`src/rtl/qclock_kw11p_pkg.sv`:
```
// qclock_kw11p_pkg: KW11-P register offsets, CSR bit positions, rate codes and CSR image helper
package qclock_kw11p_pkg;
    localparam logic [12:0] OFF_CSR = 13'd0;
    localparam logic [12:0] OFF_CSB = 13'd2;
    localparam logic [12:0] OFF_CTR = 13'd4;
    localparam int CSR_ERR  = 15;
    localparam int CSR_DONE = 7;
    localparam int CSR_IE   = 6;
    localparam int CSR_FIX  = 5;
    localparam int CSR_UP   = 4;
    localparam int CSR_MODE = 3;
    localparam int CSR_RUN  = 0;
    typedef enum logic [1:0] {
        RATE_100K = 2'b00,
        RATE_10K  = 2'b01,
        RATE_LTC  = 2'b10,
        RATE_EXT  = 2'b11
    } rate_e;
    typedef struct packed {
        logic  err;
        logic  done;
        logic  ie;
        logic  up;
        logic  mode;
        rate_e rate;
        logic  run;
    } csr_t;
    function automatic logic [15:0] csr_image(input csr_t c);
        logic [15:0] v;
        v = '0;
        v[CSR_ERR]  = c.err;
        v[CSR_DONE] = c.done;
        v[CSR_IE]   = c.ie;
        v[CSR_UP]   = c.up;
        v[CSR_MODE] = c.mode;
        v[2:1]      = c.rate;
        v[CSR_RUN]  = c.run;
        return v;
    endfunction
endpackage

```
`src/rtl/qclock_kw11p_if.sv`:
```
// qclock_kw11p_if: internal I/O bus between the QBUS interface (master) and the clock (slave)
interface qclock_kw11p_if;
    logic [12:0] iADDR;
    logic        iBS7;
    logic        iADDR_MATCH;
    logic [15:0] iRDATA;
    logic [15:0] iWDATA;
    logic        iWRITE;
    modport master (output iADDR, iBS7, iWDATA, iWRITE, input iADDR_MATCH, iRDATA);
    modport slave  (input iADDR, iBS7, iWDATA, iWRITE, output iADDR_MATCH, iRDATA);
endinterface

```
`src/rtl/qclock_kw11p_timebase.sv`:
```
// qclock_kw11p_timebase: 100 kHz / 10 kHz prescalers and ltc/ext edge ticks, muxed by RATE
module qclock_kw11p_timebase
    import qclock_kw11p_pkg::*;
#(
    parameter int CLK_HZ = 50_000_000
) (
    input  logic  clk,
    input  logic  reset,
    input  logic  clr,
    input  rate_e rate,
    input  logic  ltc_in,
    input  logic  ext_in,
    output logic  tick
);
    localparam int DIV = CLK_HZ / 100_000;
    localparam int W   = $clog2(DIV);

    logic [W-1:0] pre;
    logic [3:0]   dec;
    logic [2:0]   ltc_s;
    logic [2:0]   ext_s;
    logic         t100;
    logic         t10;
    logic         ltc_edge;
    logic         ext_edge;

    always_comb begin
        t100     = pre == W'(DIV - 1);
        t10      = t100 && dec == 4'd9;
        ltc_edge = ltc_s[1] & ~ltc_s[2];
        ext_edge = ext_s[1] & ~ext_s[2];
        tick     = rate == RATE_100K ? t100 :
                   rate == RATE_10K  ? t10  :
                   rate == RATE_LTC  ? ltc_edge : ext_edge;
    end

    // clr restarts both stages so the next tick comes a full period later
    always_ff @(posedge clk) begin
        if (reset || clr) begin
            pre <= '0;
            dec <= '0;
        end else begin
            pre <= t100 ? '0 : pre + 1'b1;
            if (t100)
                dec <= t10 ? 4'd0 : dec + 4'd1;
        end
    end

    always_ff @(posedge clk) begin
        if (reset) begin
            ltc_s <= '0;
            ext_s <= '0;
        end else begin
            ltc_s <= {ltc_s[1:0], ltc_in};
            ext_s <= {ext_s[1:0], ext_in};
        end
    end
endmodule

```
`src/rtl/qclock_kw11p.sv`:
```
// qclock_kw11p: KW11-P programmable real-time clock with CSR/CSB/CTR registers and level irq
module qclock_kw11p
    import qclock_kw11p_pkg::*;
#(
    parameter logic [12:0] BASE_ADDR = 13'o12540,
    parameter int          CLK_HZ    = 50_000_000
) (
    input  logic                clk,
    input  logic                reset,
    qclock_kw11p_if.slave       bus,
    input  logic                ltc_in,
    input  logic                ext_in,
    output logic                irq,
    input  logic                irq_ack
);
    localparam logic [12:0] A_CSR = BASE_ADDR + OFF_CSR;
    localparam logic [12:0] A_CSB = BASE_ADDR + OFF_CSB;
    localparam logic [12:0] A_CTR = BASE_ADDR + OFF_CTR;

    csr_t        csr;
    logic [15:0] csb;
    logic [15:0] ctr;
    logic [15:0] ctr_step;
    logic        fix_pend;
    logic        tick;
    logic        hit_csr;
    logic        hit_csb;
    logic        hit_ctr;
    logic        wr_csr;
    logic        wr_csb;
    logic        wr_any;
    logic        prescale_clr;
    logic        step;
    logic        evt;
    logic        unused_ok;

    assign unused_ok = bus.iADDR[0];

    always_comb begin
        hit_csr      = bus.iBS7 && bus.iADDR[12:1] == A_CSR[12:1];
        hit_csb      = bus.iBS7 && bus.iADDR[12:1] == A_CSB[12:1];
        hit_ctr      = bus.iBS7 && bus.iADDR[12:1] == A_CTR[12:1];
        wr_csr       = bus.iWRITE && hit_csr;
        wr_csb       = bus.iWRITE && hit_csb;
        wr_any       = bus.iWRITE && (hit_csr || hit_csb || hit_ctr);
        prescale_clr = wr_csr && bus.iWDATA[CSR_RUN] && !csr.run;
        // a bus write on the same clock swallows any pending tick
        step         = !wr_any && ((tick && csr.run) || fix_pend);
        ctr_step     = csr.up ? ctr + 16'd1 : ctr - 16'd1;
        evt          = step && ctr_step == 16'd0;
    end

    assign bus.iADDR_MATCH = hit_csr | hit_csb | hit_ctr;

    qclock_kw11p_timebase #(.CLK_HZ(CLK_HZ)) u_timebase (
        .clk    (clk),
        .reset  (reset),
        .clr    (prescale_clr),
        .rate   (csr.rate),
        .ltc_in (ltc_in),
        .ext_in (ext_in),
        .tick   (tick)
    );

    always_ff @(posedge clk) begin
        if (reset) begin
            csr        <= '0;
            csb        <= '0;
            ctr        <= '0;
            fix_pend   <= 1'b0;
            irq        <= 1'b0;
            bus.iRDATA <= '0;
        end else begin
            if (wr_csr) begin
                csr.ie   <= bus.iWDATA[CSR_IE];
                csr.up   <= bus.iWDATA[CSR_UP];
                csr.mode <= bus.iWDATA[CSR_MODE];
                csr.rate <= rate_e'(bus.iWDATA[2:1]);
                csr.run  <= bus.iWDATA[CSR_RUN];
                csr.done <= 1'b0;
                csr.err  <= 1'b0;
            end
            if (wr_csb) begin
                csb <= bus.iWDATA;
                ctr <= bus.iWDATA;
            end
            if (irq_ack && !evt)
                csr.done <= 1'b0;
            if (step) begin
                ctr <= evt && csr.mode ? csb : ctr_step;
                if (evt) begin
                    csr.err  <= csr.err | (csr.done & ~irq_ack);
                    csr.done <= 1'b1;
                    if (!csr.mode)
                        csr.run <= 1'b0;
                end
            end
            fix_pend   <= wr_csr && bus.iWDATA[CSR_FIX] && !bus.iWDATA[CSR_RUN];
            irq        <= csr.done & csr.ie;
            bus.iRDATA <= hit_csr ? csr_image(csr) : hit_ctr ? ctr : 16'd0;
        end
    end
endmodule

```
`src/flat_wrapper.sv`:
```
// flat-port wrapper written by rule: the top's interface ports become plain ports
module qclock_kw11p_flat import qclock_kw11p_pkg::*;
#(
    parameter logic [12:0] BASE_ADDR = 13'o12540,
    parameter int          CLK_HZ    = 50_000_000
)
  (clk, reset, ltc_in, ext_in, irq, irq_ack, bus_iADDR, bus_iBS7, bus_iWDATA, bus_iWRITE, bus_iADDR_MATCH, bus_iRDATA);
  qclock_kw11p_if bus_i ();
  input  logic clk;
  input  logic reset;
  input  logic ltc_in;
  input  logic ext_in;
  output logic irq;
  input  logic irq_ack;
  input wire logic [$bits(bus_i.iADDR)-1:0] bus_iADDR;
  input wire logic [$bits(bus_i.iBS7)-1:0] bus_iBS7;
  input wire logic [$bits(bus_i.iWDATA)-1:0] bus_iWDATA;
  input wire logic [$bits(bus_i.iWRITE)-1:0] bus_iWRITE;
  output wire logic [$bits(bus_i.iADDR_MATCH)-1:0] bus_iADDR_MATCH;
  output wire logic [$bits(bus_i.iRDATA)-1:0] bus_iRDATA;
  assign bus_i.iADDR = bus_iADDR;
  assign bus_i.iBS7 = bus_iBS7;
  assign bus_i.iWDATA = bus_iWDATA;
  assign bus_i.iWRITE = bus_iWRITE;
  assign bus_iADDR_MATCH = bus_i.iADDR_MATCH;
  assign bus_iRDATA = bus_i.iRDATA;
  qclock_kw11p #(.BASE_ADDR(BASE_ADDR), .CLK_HZ(CLK_HZ)) u_core (.clk(clk), .reset(reset), .bus(bus_i), .ltc_in(ltc_in), .ext_in(ext_in), .irq(irq), .irq_ack(irq_ack));
endmodule
```
`config.mk`:
```
export PLATFORM = sky130hd
export DESIGN_NAME = qclock_kw11p_flat
export DESIGN_NICKNAME = d
export VERILOG_FILES = /design/src/rtl/qclock_kw11p_pkg.sv /design/src/rtl/qclock_kw11p_if.sv /design/src/rtl/qclock_kw11p_timebase.sv /design/src/rtl/qclock_kw11p.sv /design/src/flat_wrapper.sv
export SDC_FILE = /design/constraint.sdc
export NUM_CORES = 1
export LEC_CHECK = 0
export ABC_AREA = 1
export CELL_PAD_IN_SITES_DETAIL_PLACEMENT = 1
export CELL_PAD_IN_SITES_GLOBAL_PLACEMENT = 1
export CORE_MARGIN = 2
export CORE_UTILIZATION = 35
export CTS_CLUSTER_DIAMETER = 80
export DETAILED_ROUTE_END_ITERATION = 12
export GPL_ROUTABILITY_DRIVEN = 1
export PLACE_DENSITY_LB_ADDON = 0.1
export SETUP_SLACK_MARGIN = 0.02
export SLEW_MARGIN = 20
export SYNTH_ARGS = -nofsm -noshare
export SYNTH_HDL_FRONTEND = slang
export SYNTH_SLANG_ARGS = --single-unit
```
`constraint.sdc`:
```
create_clock -name clk -period 2.3 [get_ports clk]
set_input_delay 0.345 -clock clk [delete_from_list [all_inputs] [get_ports clk]]
set_output_delay 0.345 -clock clk [all_outputs]
set_load 0.05 [all_outputs]
```
==> Word level (Yosys, flattened, before mapping) <==
Cells that the tools add are included.
{ "word_totals": {"reg_bits": 77, "word_cells": 85, "out_inout_bits": 18} }
{ "op_classes": {"eq_ne": 7, "bitwise": 11, "n_addsub": 4, "n_reduce_logical": 29, "muxes": 17} }
{ "ops": {"columns": ["cell", "n"], "rows": [
  ["$mux 16", 6],
  ["$eq 12x12->1 const B", 3],
  ["$add 16x1->16 const B", 1],
  ["$logic_and 1x1->1", 16],
  ["$logic_not 16->1", 1],
  ["$sub 16x1->16 const B", 1],
  ["$add 9x1->9 const B", 1],
  ["$eq 9x9->1 const B", 1],
  ["$mux 8", 1],
  ["$mux 1", 7],
  ["$add 4x1->4 const B", 1],
  ["$and 1x1->1", 4],
  ["$eq 4x4->1 const B", 1],
  ["$logic_not 1->1", 4],
  ["$logic_or 1x1->1", 4],
  ["$mux 2", 2],
  ["$mux 4", 1],
  ["$not 1->1", 4],
  ["$or 1x1->1", 3],
  ["$reduce_or 3->1", 1],
  ["$eq 2x1->1 const B", 1],
  ["$eq 2x2->1 const B", 1],
  ["$logic_not 2->1", 1],
  ["$reduce_bool 2->1", 1],
  ["$reduce_or 2->1", 1]
]} }

==> Longest topological paths before layout <==
{ "depth": {"word_depth": 14, "ltp_mapped": 20, "mapped_depth_nobuf": 19} }

==> Cells and area by module <==
Synthesis repeated with hierarchy kept, for this count alone.
{ "hier_totals": {"cells_unflattened": 656, "area_unflattened_um2": 4337.9} }
{ "by_module_without_submodules": {"columns": ["mod", "cells_per_inst", "n_inst", "area_each_um2", "seq_area_each_um2"], "rows": [
  ["qclock_kw11p", 537, 1, 3467.1, 1161.1],
  ["qclock_kw11p_timebase", 119, 1, 870.8, 380.4]
]} }

==> Least setup slack after synthesis <==
No wires, ideal clock.
{ "synth_path": {"path_type": "flip-flop to flip-flop", "start": "register u_core.csr[4] (netlist name)", "end": "register u_core.ctr[8]", "synth_period_minus_slack_ns": 2.443, "slack_ns": -0.143, "required_time_ns": 2.232, "t_arrival_ns": 2.375, "setup_ns": 0.068, "path_stages_with_launch": 19, "cell_sequence": "dfxtp_1 inv_1 ha_1 nand2_1 inv_1 a21oi_1 nand2_1 nand2_1 nand2_1 nand2_1 nand2_1 nor2_1 nand3_2 nor2_4 buf_6 nand3_1 nand3_1 nand2_1 a21oi_2"} }
{ "synth_via": {"elab_chain_cells": 6} }
{ "synth_lines": {"columns": ["element", "line_no", "rtl"], "rows": [
  ["start, declared", "qclock_kw11p.sv:20", "csr_t csr;"],
  ["$mux 16 (*)", "qclock_kw11p.sv:49", "ctr_step = csr.up ? ctr + 16'd1 : ctr - 16'd1;"],
  ["$logic_not 16->1", "qclock_kw11p.sv:50", "evt = step && ctr_step == 16'd0;"],
  ["$logic_and 1x1->1", "qclock_kw11p.sv:50", null],
  ["$logic_and 1x1->1", "qclock_kw11p.sv:90", "ctr <= evt && csr.mode ? csb : ctr_step;"],
  ["$mux 16 (*)", "qclock_kw11p.sv:90", null],
  ["$mux 16 (*)", "qclock_kw11p.sv:89", "if (step) begin"],
  ["end signal, assigned", "qclock_kw11p.sv:85", "ctr <= bus.iWDATA;"],
  ["end signal, assigned", "qclock_kw11p.sv:90", null],
  ["end, declared", "qclock_kw11p.sv:22", "logic [15:0] ctr;"]
]} }
Every way passes the cells marked *; elsewhere a longest branch is shown, timed or not.
A chain may end at the register's enable or synchronous reset.

==> Final worst setup path <==
{ "layout_path": {"start": "register u_core.csr[4] (netlist name)", "end": "register u_core.ctr[1]"} }
The elaborated chain is that of the path after synthesis.

==> impl_metrics.yaml <==
global_route:
  grt_max_degree: 49
  grt_pass1_wl_um: 25200
  first_global_vias: 5050
  antenna_found_initial: 0
  track_usage_pct: 24.4
  overflow: 0
floorplanning:
  die-area_um2: 13400
  fp.dieW_um: 116
  io_pins: 54
  die-height_um: 116
  rows: 40
  initial_core_util_pct: 36.1
  core_area_um2: 12100
sta:
  slew_headroom_pct: 54.8
  setup-violations-final: 19
  setup_ws_ps: -337
  fin_crit_ps: 2640
  rsz0062_at_grt: "true"
  fmax_ghz: 0.379
  fin_worst_skew_ps: 5.58
  final_max_slew_viol_count: 0
  tightest_slew_ps: 677
  hold_viol: 0
  min_period_over_period_pct: 115
yosys:
  synth_common_cells: "nand2_1, inv_1, dfxtp_1"
  yosysSeqAreaShare_pct: 35.3
  netlist_area_um2: 4370
  synth_top_area_cell: "dfxtp_1"
  synth_nets: 735
  synth_top_area_share_pct: 35.3
  async_flop_share_pct: 0
  yosysUniqueCellTypes: 37
  synth.area.top_cells: "dfxtp_1, nand2_1, inv_1, nand3_1, a21oi_1"
  yosysWarnings: 0
  yosys_register_bits: 77
  yosysMostFrequentCell: "nand2_1"
  synth_edf_count: 0
  syn_inst: 680
  syn_avg_cell_area_um2: 6.43
  synth_ff_type: "dfxtp_1"
critical_path:
  cp_cell_sequence: "clkinv_8 > ha_4 > nand2_4 > nor2_4 > nand3_2 > nand2_2 > nand2_2 > nand2_2 > nand3_2 > nor2_4 > buf_6 > nand2_2 > nor2_1 > nand3_1 > nand2_1 > nand3_1 > nand2_1 > a21oi_2"
  cp.depth: 18
  critPathSlowestCell: "dfxtp_4"
  startpoint_type: "flop"
  r2r_cells: 18
  cp-end-kind: "flop"
  crit_fanout: 7
  cp_common_cell: "nand2_2"
  critPathTopFamily: "simple AND/OR/NAND/NOR gates"
  crit_buf_inv: 2
  crit_required_ps: 2500
  crit_path_max_incr_delay_ps: 440
  setup.worst_path.class: "flop to flop"
  worst_ep_arrival_time_ps: 2830
route:
  num_vias: 4984
  wl_per_cell_um: 16.4
  drtIter0Drc: 320
  ant_nets: 0
  avgViaCountPerCell: 5.00
  drt_wl_total_um: 16300
  drt-pass1-iter-count: 4
  drc: 0
power_and_ir_drop:
  pwr-share-seq_pct: 47.1
  p_sw_share_pct: 21.6
  ir_drop_mv: 0.400
  p_leak_nw: 2.79
  p_int_mw: 2.24
  clkPwrFrac_pct: 48.5
  combPwrFrac_pct: 4.5
  p_sw_uw: 617
  p_per_area_nw_per_um2: 431
cells_and_area:
  synthToLayoutAreaGrowth_pct: 51.7
  n_fill_cell: 1580
  fin_area_um2: 6630
  final_nets: 880
  drive_above_1_share_pct: 29.6
  diodes: 0
status:
  violations: "setup timing"
  status: "finished, violations left"
clock_tree:
  worstSkewPairLatency_ps: 330
  clockBufferDepth: 2
  tritoncts: "built"
  cts_buffers: 9
  htreeDepth: 3
  cts.sinks: 77
  cts_root_buf: "clkbuf_16"
  path_clk_slew_ps: 60
placement:
  port_buffers: 52
  globalplace.congestion: 0.812
  dpl_worst_slack_ps: -325
  place_area_um2: 5710
  dp_hpwl_um: 11500
worst_hold_path:
  hold_path.class: "flop to flop"
  hold-path-cell-count: 2
job:
  cap_violations: 0
-- metrics by stage --
stage                     hold WS, ps  util (%)  TNS, ps  cells  total power [mW]
after floorplan                   388         -        0    680              1.41
final                             403      54.7    -4720    997              2.86
after global placement            393      47.1    -4720    971              1.50
after CTS                         408      52.8    -2590    992              2.88
after detailed placement          398      47.1    -7420    971              1.50
after global routing              432      54.7    -7230    997              2.95
-- metal layers --
layer	vias to the layer above	part of all wire, %	wire, um	track usage, %
met3	22	4.0	656	3.40
met1	2410	43	6950	30.6
met5	-	0	0	0
li1	2450	-	-	-
met4	0	1.2	195	4.92
met2	102	52	8510	44.7
-- cells by family (layout without fill, tap and decap cells) --
logic type,count (synthesis),count (layout),synth area share [%]
AND/OR/NAND/NOR,371,371,36.5
buffers and inverters,127,276,11.2
AO/OA/AOI/OAI,81,81,10.4
flip-flops,77,77,35.3
adder cells (fa/ha/maj),19,19,5.61
XOR/XNOR,5,5,1.00
-- power by group through the flow --
stage          Combinational (mW)  Clock [mW]  Sequential, mW
3_5_place_dp                0.124           0            1.38
4_1_cts                     0.126        1.41            1.34
6_report                    0.127        1.39            1.34
5_1_grt                     0.140        1.47            1.34
2_1_floorplan              0.0394           0            1.37
3_3_place_gp                0.120           0            1.38
-- placed cells by master (no fill, tap or decap), drive strengths merged, types with 2 or more instances in the layout --
master	instances
a211oi	4
a21oi	49
buf	99
clkbuf	9
clkdlybuf4s50	50
clkinv	6
dfxtp	77
ha	18
inv	110
nand2	214
nand3	64
nand3b	3
nand4	9
nor2	62
nor3	8
nor3b	3
nor4	2
o21ai	18
o32ai	6
or2	4
xor2	5
-- final cells by class --
type / count / area [um2] / area share, %
clock inverter: 6 / 65.1 / 0.982
clock buffer: 9 / 225 / 3.40
sequential: 77 / 1550 / 23.3
multi-input combinational: 476 / 2850 / 43.0
inverter: 111 / 427 / 6.44
tap: 168 / 210 / 3.17
timing repair inverter: 1 / 16.3 / 0.245
timing repair buffer: 149 / 1290 / 19.4
-- state kept, by name, summed over array words and instances, names as in the netlist --
register / flops
u_core.fix_pend: 1
u_core.ctr: 16
u_core.irq: 1
u_core.u_timebase.ext_s: 3
u_core.u_timebase.pre: 9
u_core.csb: 16
u_core.bus.iRDATA: 16
u_core.csr: 8
u_core.u_timebase.ltc_s: 3
u_core.u_timebase.dec: 4
-- worst min-delay path: stages, from the launching register on --
cell and delay (ps):
dfxtp_1 290, inv_1 40, nor2_1 30
-- path summary, 6_finish.rpt --
| check | startpoint | endpoint | slack (ps) |
|---|---|---|---|
| min reg2reg | u_core.u_timebase.ltc_s[0]$_SDFF_PP0_ | u_core.u_timebase.ltc_s[1]$_SDFF_PP0_ | 400 |
| min | u_core.u_timebase.ltc_s[0]$_SDFF_PP0_ | u_core.u_timebase.ltc_s[1]$_SDFF_PP0_ | 400 |
| max reg2reg | u_core.csr[4]$_SDFFE_PP0P_ | u_core.ctr[1]$_SDFFE_PP0P_ | -340 |
| max | u_core.csr[4]$_SDFFE_PP0P_ | u_core.ctr[1]$_SDFFE_PP0P_ | -340 |
-- timing repair --
item / CTS / global route
hold buffers: 0 / 0
gates resized for setup: 75 / 55
buffers inserted: 5 / 5
cloned: 1 / 0
setup endpoints to repair: 19 / 29
pin swaps: 25 / 44
Power figures use the tool's default switching activity.
